$ cat config.mk
export PLATFORM = sky130hd
export DESIGN_NAME = mp_addsub
export DESIGN_NICKNAME = d
export VERILOG_FILES = /design/src/rtl/mp_arith_pkg.sv /design/src/rtl/mp_word_add.sv /design/src/rtl/mp_addsub.sv
export SDC_FILE = /design/constraint.sdc
export NUM_CORES = 1
export LEC_CHECK = 0
export ABC_AREA = 1
export BUFFER_PORTS_ARGS = -buffer_cell sky130_fd_sc_hd__buf_2
export CAP_MARGIN = 40
export CORE_ASPECT_RATIO = 1.1
export CORE_MARGIN = 3
export CORE_UTILIZATION = 40
export CTS_CLUSTER_DIAMETER = 120
export DETAILED_ROUTE_END_ITERATION = 16
export GPL_TIMING_DRIVEN = 1
export SYNTH_ARGS = -nofsm -noshare
export SYNTH_HDL_FRONTEND = slang
export SYNTH_SLANG_ARGS = --single-unit
$ cat constraint.sdc
create_clock -name clk -period 8.22 [get_ports clk]
set_input_delay 0.411 -clock clk [delete_from_list [all_inputs] [get_ports clk]]
set_output_delay 0.411 -clock clk [all_outputs]
set_load 0.01 [all_outputs]
$ cat src/rtl/mp_arith_pkg.sv
// Shared constants for the multi-precision arithmetic datapath.
package mp_arith_pkg;

    // Operation encoding carried on in_sub
    localparam logic OP_ADD = 1'b0;
    localparam logic OP_SUB = 1'b1;

    // Default operand geometry, shared with the reduction stage
    localparam int WORD_W_DEF = 32;
    localparam int NWORDS_DEF = 8;

    // Operation sequencing: IDLE waits for word 0, RUN covers words 1..NWORDS-1
    typedef enum logic {
        ST_IDLE = 1'b0,
        ST_RUN  = 1'b1
    } mp_state_t;

endpackage

$ cat src/rtl/mp_word_add.sv
// Combinational WORD_W-bit adder with carry-in and carry-out.
module mp_word_add #(
    parameter int WORD_W = 32
) (
    input  logic [WORD_W-1:0] i_a,
    input  logic [WORD_W-1:0] i_b,
    input  logic              i_cin,
    output logic [WORD_W-1:0] o_sum,
    output logic              o_cout
);

    logic [WORD_W:0] w_full;

    assign w_full = {1'b0, i_a} + {1'b0, i_b} + {{WORD_W{1'b0}}, i_cin};
    assign o_sum  = w_full[WORD_W-1:0];
    assign o_cout = w_full[WORD_W];

endmodule

$ cat src/rtl/mp_addsub.sv
// Word-serial multi-precision add/subtract, LSW first, one output register stage.
module mp_addsub
    import mp_arith_pkg::*;
#(
    parameter int WORD_W = WORD_W_DEF,
    parameter int NWORDS = NWORDS_DEF
) (
    input  logic              clk,
    input  logic              rst_n,
    input  logic              in_valid,
    output logic              in_ready,
    input  logic [WORD_W-1:0] in_a,
    input  logic [WORD_W-1:0] in_b,
    input  logic              in_sub,
    output logic              out_valid,
    input  logic              out_ready,
    output logic [WORD_W-1:0] out_data,
    output logic              out_last,
    output logic              out_carry
);

    localparam int IDX_W = (NWORDS > 1) ? $clog2(NWORDS) : 1;
    localparam logic [IDX_W-1:0] LAST_IDX = IDX_W'(NWORDS - 1);

    mp_state_t         r_state;
    mp_state_t         w_state_nxt;
    logic [IDX_W-1:0]  r_idx;
    logic              r_carry;
    logic              r_mode;
    logic              r_out_valid;
    logic [WORD_W-1:0] r_out_data;
    logic              r_out_last;
    logic              r_out_carry;

    logic              w_in_xfer;
    logic              w_first;
    logic              w_last;
    logic              w_mode;
    logic              w_cin;
    logic [WORD_W-1:0] w_b_eff;
    logic [WORD_W-1:0] w_sum;
    logic              w_cout;

    // Single register stage: accept whenever the slot is empty or draining
    assign in_ready  = !r_out_valid || out_ready;
    assign w_in_xfer = in_valid && in_ready;

    // Word 0 takes its mode and carry-in (1 for two's-complement subtract) from in_sub
    assign w_first = (r_state == ST_IDLE);
    assign w_last  = (r_idx == LAST_IDX);
    assign w_mode  = w_first ? in_sub : r_mode;
    assign w_cin   = w_first ? in_sub : r_carry;
    assign w_b_eff = (w_mode == OP_SUB) ? ~in_b : in_b;

    mp_word_add #(.WORD_W(WORD_W)) u_add (
        .i_a    (in_a),
        .i_b    (w_b_eff),
        .i_cin  (w_cin),
        .o_sum  (w_sum),
        .o_cout (w_cout)
    );

    // State register
    always_ff @(posedge clk) begin
        if (!rst_n) r_state <= ST_IDLE;
        else        r_state <= w_state_nxt;
    end

    // Next state: leave IDLE on word 0 (unless single-word), return after the last word
    always_comb begin
        w_state_nxt = r_state;
        if (w_in_xfer) begin
            case (r_state)
                ST_IDLE: if (NWORDS > 1) w_state_nxt = ST_RUN;
                ST_RUN:  if (w_last)     w_state_nxt = ST_IDLE;
                default: w_state_nxt = ST_IDLE;
            endcase
        end
    end

    // Word index, inter-word carry and latched mode advance only on accepted words
    always_ff @(posedge clk) begin
        if (!rst_n) begin
            r_idx   <= '0;
            r_carry <= 1'b0;
            r_mode  <= OP_ADD;
        end else if (w_in_xfer) begin
            r_idx   <= w_last ? '0 : r_idx + IDX_W'(1);
            r_carry <= w_cout;
            if (w_first) r_mode <= in_sub;
        end
    end

    // Output register: load on accept, drop valid when drained with nothing new
    always_ff @(posedge clk) begin
        if (!rst_n) begin
            r_out_valid <= 1'b0;
            r_out_data  <= '0;
            r_out_last  <= 1'b0;
            r_out_carry <= 1'b0;
        end else if (w_in_xfer) begin
            r_out_valid <= 1'b1;
            r_out_data  <= w_sum;
            r_out_last  <= w_last;
            // Subtract reports borrow, which is the inverted carry-out
            r_out_carry <= w_last ? (w_cout ^ (w_mode == OP_SUB)) : 1'b0;
        end else if (out_ready) begin
            r_out_valid <= 1'b0;
        end
    end

    assign out_valid = r_out_valid;
    assign out_data  = r_out_data;
    assign out_last  = r_out_last;
    assign out_carry = r_out_carry;

endmodule

==> summary by stage, run 1 <==
Yosys
The post-synthesis sequential element count is 41. The netlist area before placement is 4090 sq um. The library cell with the largest summed area after synthesis is dfxtp_1.

The number of warning messages in the yosys log is 0. By area the synthesized netlist is led by dfxtp_1 (20%), nand2_1 (18%), inv_1 (11%), ha_1 (10%), nor2_1 (9.6%). The average cell area after synthesis is 5.85 sq um. Of the synthesized area, sequential elements account for 0.201. Counting every instance in the synthesized netlist gives around 700. Synthesis instantiated 29 different standard cells from the library. The share of the synthesized area in the top cell type is 0.201. The synthesized netlist net count is 803.

Worst setup path
The worst setup path is captured at a register. Data arrives at the worst endpoint at 3190 ps. Along the worst path, the maximum fanout reaches 22. The endpoint identified for the worst register-to-register timing path is out_data[31]. The startpoint identified for the worst register-to-register timing path is r_state. The startpoint-to-endpoint class of the critical path is reg2reg.

For the worst setup path, the data required time is about 8400 ps. STA classifies the critical path startpoint as a register. The reg-to-reg setup timing slack is 5230 ps. The number of cell instances on the worst register-to-register path is 17.

Placement
The number of cells in the design after placement is 912. The number of input and output port buffers inserted is 104. The estimated wirelength of the detail-placed design is between 9000 and 10000 um.

The final estimated routing congestion in global placement is between 0.8 and 0.9.

STA
The slew at the pin closest to its max-slew limit is 727 ps. The normalized max-slew margin is 0.514. Setup violations remaining at the end of the flow were counted as 0. The clock period could shrink to around 3000 ps. The max-slew violation total from the final report is 0.

The final hold violation count is 0. The highest attainable clock frequency is 0.334 GHz. Summed over all failing endpoints, the final setup total negative slack is 0 ps. The portion of the clock cycle consumed by the worst path in the final layout is 0.364.

The largest clock skew in the final design is about 1.5 ps. Setup repair after global routing left no endpoint under its margin.

Die
The die extent in y is between 100 and 150 um. In this run the standard cell core region covers slightly below 10000 sq um. The count of boundary I/O pins is approximately 110. The width of the die is 102 um. The cell row count is 38. The die area is roughly 11000 sq um. For this configuration, the core starts out at a cell density of 0.412.

Run status
The flow ran to the end, and the final reports show no timing, DRC or antenna violations.

Detailed routing
The number of vias per cell after detailed routing is 4.70. For this run, design rule violations remaining after detail routing come to 0. The number of detailed-route iterations in the first pass is 4. Detailed routing inserted a total of between 4000 and 5000 vias. In the final routed layout, each cell accounts on average for 12.2 um.

For this block, the routed nets add up to 11200 um of wire. The number of DRC markers in iteration 0 is 188. The remaining antenna violation count is 0.

Clock network
The count of cells resized by post-cts repair is 0. The post-CTS setup repair buffer count is 0. The later-pin clock latency in the skew report is about 290 ps. The total clock buffers created by CTS is 5. The tree is rooted in a clkbuf_8. The H-tree generated during clock tree synthesis spans 2 levels. The clock sink count is 41. The clock passes through at most 2 buffers. The TritonCTS clock tree is built. The clock slew seen by the registers of the worst setup and hold paths is 80 ps. The number of hold-repair buffers added at the cts stage is 0.

Global route
The first global-routing pass estimated around 18000 um of wire. The remaining global-route overflow is 0. Across every metal layer, demand over resource in global routing totals 0.198.

Entering global routing, the biggest net connects 53 pins. The initial antenna violation count is 0. The via count of the first global-routing pass was 4034.

Power and ir drop
The power per standard cell area is 171 nW/um^2. The highest ir drop seen on vdd is 0.0672 mV. The leakage power is 0.00299 uW.

Cells and area
In the final layout, the share of cells above drive strength 1 is 0.161. The layout overhead on the synthesized area is 18.4%. 0 antenna diodes ended up in the layout.

The post-route non-filler standard cell count is 919. In the final design database the tool counted 903 nets.

Hold path
The endpoint of the worst hold path is out_valid. The number of cells on the worst hold path is 4. The worst hold path belongs to the class in2reg. The startpoint identified for the worst hold timing path is out_ready.

Run
The max capacitance violation total is 0.
stage by stage:
stage	instance area, sq um	power, uW	setup WS [ps]	hold WS, ps	utilization
final	4840	830	5230	409	0.487
after global routing	4840	911	4970	436	0.487
after CTS	4840	838	5220	400	0.487
after detailed placement	4740	674	5160	453	0.477
after global placement	4700	667	4810	450	0.473
after floorplan	4090	549	5560	459	-
layer usage:
metal	global-route usage	vias to the layer above	wire [um]
li1	-	2329	-
met1	0.270	1871	5400
met2	0.334	109	5100
met3	0.0137	12	496
met4	0.0595	0	233
met5	0	-	0
layout by cell type (no fill, tap or decap), types with 2 or more instances in the layout:
cell type / instances
o21bai_1: 6
nor2_1: 105
a21o_1: 2
a21oi_1: 35
inv_1: 125
ha_1: 33
o21ai_1: 2
xor2_1: 45
nand2_2: 10
nand2_1: 198
buf_2: 104
nor3_1: 4
o21ai_0: 26
dfxtp_1: 41
fa_1: 2
clkbuf_8: 5
nand3_1: 39
nor2_2: 2
synth_stat cells:
cell type	number
clkbuf_1	5
nand3b_1	1
nor2_1	105
nor3_1	4
o21bai_1	6
a21oi_1	35
and2_1	1
buf_2	8
nand2_2	10
nor2_2	2
o21ai_0	26
inv_1	125
o21ai_1	2
xor2_1	45
buf_4	1
o21a_1	1
ha_1	33
nand3_1	39
a31o_2	1
fa_1	2
nor4_2	1
xnor2_1	1
a21o_1	2
o21ai_2	1
dfxtp_1	41
nand2_1	198
o211a_1	1
or2_1	1
a211oi_1	1
layout make-up:
class / count / area, sq um
Inverter: 125 / 469
Sequential cell: 41 / 821
Fill cell: 1104 / 5100
Clock buffer: 5 / 68.8
Clock inverter: 2 / 35.0
Timing Repair Buffer: 107 / 563
Tap cell: 120 / 150
Multi-Input combinational cell: 519 / 2730
report_power, final:
| part | internal [uW] | switching (uW) | total (uW) |
|---|---|---|---|
| Combinational | 161 | 273 | 435 |
| Sequential | 222 | 12.5 | 235 |
| Clock | 88.4 | 72.2 | 161 |
cells by family after synthesis:
kind of cell             Yosys count  synth area share
AND/OR/NAND/NOR                  362             0.357
buffers and inverters            139             0.131
AO/OA/AOI/OAI                     76             0.102
XOR/XNOR                          46            0.0985
flip-flops                        41             0.201
adder cells (fa/ha/maj)           35             0.111
critical path, cell delays in order (launching register included):
cell and delay [ps]:
dfxtp_1 420, nand2_1 90, nand2_2 360, buf_12 240
xor2_1 320, ha_1 340, nand2_1 80, nand2_1 70
a21oi_1 150, nand2_2 110, nand3_1 80, nand2_1 150
nand2_1 120, nand2_1 60, nand2_1 60, nand3_1 100
nand2_1 90, inv_1 30
how the worst max path moves through the flow:
stage | startpoint | endpoint | cells past startpoint
after floorplan | in_sub | out_data[24] | 18
after global placement | in_sub | out_data[24] | 18
after detailed placement | in_sub | out_data[24] | 18
after CTS | r_state | out_data[24] | 18
after global routing | r_state | out_data[24] | 18
final | r_state | out_data[31] | 17
sequential cells by signal, summed over array words and instances (netlist names):
signal and count:
out_valid 1, out_last 1, r_mode 1, r_idx 3, r_carry 1, out_data 32
out_carry 1, r_state 1
Power figures use the tool's default switching activity.
==> inputs of run 2 (changes only) <==
--- a/config.mk
+++ b/config.mk
@@ -14,6 +14,7 @@
 export CTS_CLUSTER_DIAMETER = 120
 export DETAILED_ROUTE_END_ITERATION = 16
 export GPL_TIMING_DRIVEN = 1
+export PLACE_DENSITY = 0.66
 export SYNTH_ARGS = -nofsm -noshare
 export SYNTH_HDL_FRONTEND = slang
 export SYNTH_SLANG_ARGS = --single-unit
==> constraint.sdc (replaced) <==
create_clock -name clk -period 2.6 [get_ports clk]
set_input_delay 0.13 -clock clk [delete_from_list [all_inputs] [get_ports clk]]
set_output_delay 0.13 -clock clk [all_outputs]
set_load 0.01 [all_outputs]
==> summary by stage, run 2 (same netlist as run 1, synthesis figures left out) <==
Die
The die extent in y is 112 um (unchanged). The width of the die was 102 um (unchanged). The area of the core is 9940 sq um (unchanged). The die area came to 11500 sq um (unchanged). The initial core utilization is 0.412 (unchanged).

The cell row count came to 38 (unchanged). The count of boundary I/O pins is 105 (unchanged).

Worst setup path
The worst flop-to-flop path startpoint is r_state. Traced cell by cell, the critical path runs through inv_4 > nand2_4 > nand2_8 > xor2_4 > fa_2 > fa_2 > nand2_2 > nand2_2 > nand3_2 > nand2_2 > nand2_2 > nand2_4 > nand2_4 > nand3_1 > nand3_2 > a21oi_2. The critical path starts at r_state. The highest fanout seen on the critical path is 5 (-77%).

The most prevalent standard cell on the critical path is nand2_2. The number of buffer and inverter stages on the critical path was 1 (-1). The worst setup path is captured at a register.

Among cell families on the critical path, the largest total delay comes from simple AND/OR/NAND/NOR gates. The worst setup path is launched from a register. The arrival time at the worst endpoint is 2730 ps (-460 ps). The endpoint required time on the critical path is 2790 ps (-5630 ps).

The cell with the largest stage delay on the worst path is fa_2. The worst setup path is of the reg2reg kind. The stage delay of the slowest cell on the critical path was 410 ps (about the same).

Power and ir drop
The power per standard cell area was 528 nW/um^2 (+210%). The highest ir drop seen on vdd is 0.168 mV (+150%). The leakage power was 0.00312 uW (+4.5%). The total design power is 2740 uW (+230%).

Clock network
The total clock buffers created by CTS is 5 (unchanged). The TritonCTS clock tree is built. The later-pin clock latency in the skew report is 300 ps (about the same). The clock slew seen by the registers of the worst setup and hold paths is 80 ps (about the same). The number of hold-repair buffers added at the cts stage was 0 (unchanged). The maximum level of the CTS H-tree came to 2 (unchanged). The clock sink count is 41 (unchanged). The buffer type at the clock tree root is clkbuf_8. The maximum clock path buffer count is 2 (unchanged).

Global route
The via count of the first global-routing pass is 4281 (+6.1%). The remaining global-route overflow is 0 (unchanged). The overall routing resource usage is 0.204 (+0.00580). The pin count of the biggest net entering global routing is 34 (-36%).

The global-route wire length before repair is 19000 um (+3.5%). The initial antenna violation count is 0 (unchanged).

STA
The largest clock skew in the final design is 3.53 ps (+2.00 ps). The normalized max-slew margin came to 0.564 (+0.0498). The time the final worst path needs with I/O delays and setup is 2550 ps (-441 ps).

The post-layout worst setup margin is 51.5 ps (-5180 ps). The portion of the clock cycle consumed by the worst path in the final layout is 0.980 (+0.616). The worst hold slack across all endpoints is 123 ps (-286 ps). The slew at the pin closest to its max-slew limit was 653 ps (-73.7 ps). The final hold violation count was 0 (unchanged). The setup-violating endpoint count in the final report is 0 (unchanged).

Setup repair after global routing could not meet its margin everywhere. The max-slew violation total from the final report came to 0 (unchanged). The highest attainable clock frequency is 0.392 GHz (+17%).

Detailed routing
The remaining antenna violation count is 0 (unchanged). The number of DRC markers in iteration 0 is 192 (+2.1%). The number of vias after detailed routing is 4476 (+3.6%). The average detailed-routed wire length per instance came to 12.8 um (+4.6%).

The total wire length is 12000 um (+6.9%). The DRC violations left is 0 (unchanged). The number of detailed-route iterations in the first pass is 4 (unchanged). The number of vias per cell after detailed routing is 4.77 (+1.4%).

Placement
The number of cells in the design after placement is 920 (+0.88%). The number of input and output port buffers inserted is 104 (unchanged). The estimated wirelength of the detail-placed design was 9430 um (-0.33%). The post-placement setup slack is 40.3 ps (-5120 ps). The final estimated routing congestion in global placement is 0.897 (+1.2%).

Hold path
The worst min-delay path category is in2reg. The startpoint of the lowest-slack hold path is out_ready.

Cells and area
The net count reported at finish came to 922 (+2.1%). The number of inserted diodes was 0 (unchanged). The post-route non-filler standard cell count is 939 (+2.2%). The register cell area after layout is 825 sq um (+0.46%).

The final core utilization is 0.523 (+0.0355). The filler cell count in the final layout came to 1036 (-6.2%). The area growth from synthesis to layout is 27.0%. The top cell types in the final layout, fill and taps aside, are nand2_1 (179), inv_1 (124), buf_2 (104). The flip-flop count of the largest register after layout is 32 (unchanged). The fraction of final layout cells with drive strength greater than 1 is 0.236 (+0.0742). The area of the multi-input gates is 2910 sq um (+6.6%). The commonest non-fill, non-tap cell in the layout is nand2_1.

Run status
The run finished with clean final reports.

Run
The max capacitance violation total is 0 (unchanged).
==> run 2: worst reg2reg max path, delay by kind of cell, from the launching register on <==
kind / cells / cell delay [ps]
AO/OA/AOI/OAI: 1 / 50
XOR/XNOR: 1 / 170
adder cells (fa/ha/maj): 2 / 810
buffers and inverters: 1 / 40
flip-flops: 1 / 390
AND/OR/NAND/NOR: 11 / 970
==> run 2: what timing repair did <==
item                                    in CTS  in global routing
endpoints found under the setup margin       0                 25
setup buffers                                0                  8
resized for setup                            0                 57
==> run 2: power by group <==
group	switching (uW)	internal, uW
clock network	237	215
logic	941	605
registers	42.9	703
==> run 2: layer usage <==
layer	vias to the layer above	share of wire	GRT usage
met5	-	0	0
met4	0	0.022	0.0595
met3	13	0.040	0.0174
met2	107	0.48	0.361
met1	1992	0.46	0.261
li1	2364	-	-
==> run 2: worst paths after layout <==
kind | to | slack [ps] | depth (start not counted)
max | out_carry | 50 | 16
min | out_valid | 120 | 4
max reg2reg | out_carry | 50 | 16
min reg2reg | out_last | 460 | 2
==> run 2: metrics by stage <==
step / TNS (ps) / area [sq um]
finish: 0 / 5190
global route: -926 / 5190
CTS: 0 / 4890
detailed placement: 0 / 4790
global placement: 0 / 4790
floorplan: 0 / 4100
==> run 2: cell type report <==
cell class	instances	share of cell area
clock inverter	2	0.00265
clock buffer	6	0.0159
multi-input combinational	519	0.561
inverter	125	0.0908
tap	120	0.0289
timing repair buffer	126	0.142
sequential	41	0.159
==> inputs of run 3 (changes only) <==
--- a/config.mk
+++ b/config.mk
@@ -14,7 +14,7 @@
 export CTS_CLUSTER_DIAMETER = 120
 export DETAILED_ROUTE_END_ITERATION = 16
 export GPL_TIMING_DRIVEN = 1
-export PLACE_DENSITY = 0.66
+export PLACE_DENSITY_LB_ADDON = 0.1
 export SYNTH_ARGS = -nofsm -noshare
 export SYNTH_HDL_FRONTEND = slang
 export SYNTH_SLANG_ARGS = --single-unit
==> summary by stage, run 3 (same netlist as run 1, synthesis figures left out) <==
Run status
The run finished with clean final reports.

Global route
The initial antenna violation count came to 0 (unchanged). The remaining global-route overflow came to 0 (unchanged). The pin count of the biggest net entering global routing is 34 (unchanged).

The global-route wire length before repair is 18600 um (-2.2%). The overall routing resource usage was 0.199 (-0.00522). The via count of the first global-routing pass is 4129 (-3.6%).

Worst setup path
The worst flop-to-flop path startpoint is r_state. The arrival time at the worst endpoint is 2680 ps (-50 ps). The startpoint-to-endpoint class of the critical path is reg2reg. The stage delay of the slowest cell on the critical path is 410 ps (about the same). Traced cell by cell, the critical path runs through inv_1 > nand2_2 > nand2_4 > xor2_1 > fa_2 > fa_2 > nand2_1 > nand2_2 > nand3_1 > nand2_2 > nand2_2 > nand2_2 > nand2_1 > nand2_1 > nand2_1 > nand2_1 > o21ai_1 > inv_1. Among all stages on the critical path, the largest delay is contributed by fa_2. The highest fanout seen on the critical path is 3 (-2). The endpoint required time on the critical path is 2800 ps (about the same). The number of buffer and inverter stages on the critical path is 2 (+1). The critical path launch point is r_state. The reg-to-reg setup timing slack was 120 ps (+70 ps). The worst setup path is launched from a register. The gate family responsible for the most delay along the worst path is simple AND/OR/NAND/NOR gates. The category of the worst setup path capture point is a register.

STA
The sum of negative setup slack came to 0 ps (unchanged). The time the final worst path needs with I/O delays and setup is 2480 ps (-69.4 ps). The normalized max-slew margin is 0.459 (-0.105). The portion of the clock cycle consumed by the worst path in the final layout is 0.954 (-0.0267).

Setup repair after global routing could not meet its margin everywhere. The largest clock skew in the final design is 4.00 ps (+0.466 ps). The highest attainable clock frequency came to 0.403 GHz (+2.8%). The setup-violating endpoint count in the final report was 0 (unchanged).

The slew at the pin closest to its max-slew limit came to 810 ps (+157 ps). The final hold violation count is 0 (unchanged). The max-slew violation total from the final report is 0 (unchanged).

Power and ir drop
The highest ir drop seen on vdd came to 0.170 mV (+1.2%). The total design power is 2640 uW (-3.9%). The switching power was 1180 uW (-3.4%). The leakage power is 0.00305 uW (-2.3%). The combinational share of power came to 0.559 (-0.004). The total internal power is 1460 uW (-4.2%).

The switching part of the total power is 0.447 (+0.00204). The sequential power share is 0.281 (+0.009). The clock network power share was 0.160 (-0.005). The power per standard cell area is 525 nW/um^2 (-0.69%).

Die
The die extent in y is 112 um (unchanged). The area of the core is 9940 sq um (unchanged). The initial core utilization was 0.412 (unchanged). The cell row count is 38 (unchanged). The width of the die is 102 um (unchanged). The die area is 11500 sq um (unchanged). The count of boundary I/O pins is 105 (unchanged).

Detailed routing
The DRC violations left is 0 (unchanged). The number of vias after detailed routing is 4392 (-1.9%). The number of vias per cell after detailed routing was 4.70 (-1.4%). The number of DRC markers in iteration 0 is 156 (-19%). The total wire length was 11600 um (-3.7%). The remaining antenna violation count was 0 (unchanged). The average detailed-routed wire length per instance is 12.4 um (-3.2%).

The number of detailed-route iterations in the first pass is 4 (unchanged).

Placement
The number of cells in the design after placement is 922 (+0.22%). The final estimated routing congestion in global placement was 0.858 (-4.3%). The estimated wirelength of the detail-placed design is 9420 um (-0.13%). The number of input and output port buffers inserted is 104 (unchanged). The total placed instance area is 4810 sq um (+0.31%).

Cells and area
The number of inserted diodes is 0 (unchanged). The total non-filler cell area in the finished layout came to 5030 sq um (-3.2%). The final core utilization is 0.506 (-0.0167). The post-route non-filler standard cell count is 934 (-0.53%). The flip-flop count of the largest register after layout is 32 (unchanged). In the layout the commonest cells are nand2_1 (186), inv_1 (125), buf_2 (104). The fraction of final layout cells with drive strength greater than 1 was 0.213 (-0.0231). Leaving out fill and tap cells, the most frequent cell in the layout is nand2_1.

From synthesis to final layout, the design area changed by 22.9%. The net count reported at finish was 917 (-0.54%).

Hold path
In this run the most critical hold path is launched from out_ready. The min-delay analysis places its worst path in the category in2reg.

Clock network
The TritonCTS clock tree is built. The maximum clock path buffer count was 2 (unchanged). The clock sink count is 41 (unchanged). The number of hold-repair buffers added at the cts stage is 0 (unchanged). The total clock buffers created by CTS is 5 (unchanged). The tree is rooted in a clkbuf_8. The clock slew seen by the registers of the worst setup and hold paths is 80 ps (about the same).

The maximum level of the CTS H-tree came to 2 (unchanged). The later-pin clock latency in the skew report is 300 ps (about the same).

Run
The max capacitance violation total was 0 (unchanged).
-- run 3: cell count changes in the layout (fill, tap and decap cells not counted), sizes merged --
| cell | change |
|---|---|
| clkbuf | -2 |
| clkinvlp | +1 |
| buf | -4 |
-- run 3: area by class of cell --
cell class	count	area [sq um]
well taps	120	150
clock inverters	3	17.5
multi-input cells	519	2820
inverters	125	469
flip-flops and latches	41	822
fillers	1087	4910
clock buffers	5	68.8
repair buffers	121	678
-- run 3: stage by stage --
| stage | hold WS [ps] | worst slack (ps) |
|---|---|---|
| after floorplan | 266 | 26.1 |
| after global placement | 427 | 147 |
| after detailed placement | 460 | 107 |
| after CTS | 134 | 90.1 |
| after global routing | 137 | -82.4 |
| final | 140 | 121 |
-- run 3: layer usage --
layer | GRT usage | part of all wire
met3 | 0.0199 | 0.036
met1 | 0.268 | 0.48
met2 | 0.333 | 0.46
met5 | 0 | 0
met4 | 0.0595 | 0.022
-- run 3: power by group through the flow --
| stage | logic (uW) | registers [uW] | clock network [uW] |
|---|---|---|---|
| 4_1_cts | 1420 | 740 | 439 |
| 6_report | 1480 | 740 | 422 |
| 3_3_place_gp | 1390 | 754 | 0 |
| 5_1_grt | 1680 | 749 | 469 |
| 3_5_place_dp | 1410 | 755 | 0 |
| 2_1_floorplan | 953 | 783 | 0 |
-- run 3: worst reg2reg max path: cells and delay by family (launching register included) --
kind | cells | cell delay, ps
AOI/OAI and AO/OA | 1 | 150
xor gates and xnor gates | 1 | 180
DFF | 1 | 350
buffers and inverters | 2 | 90
adders and majority gates | 2 | 770
and+or+nand+nor | 12 | 850
-- run 3: final timing paths --
kind                                endpoint  depth (start not counted)
worst min-delay path               out_valid                          4
worst max-delay path            out_data[20]                         18
worst max register to register  out_data[20]                         18
worst min register to register      out_last                          2
-- run 3: timing repair --
item	CTS	global route
buffers inserted	0	3
endpoints found under the setup margin	0	23
gates resized for setup	0	33
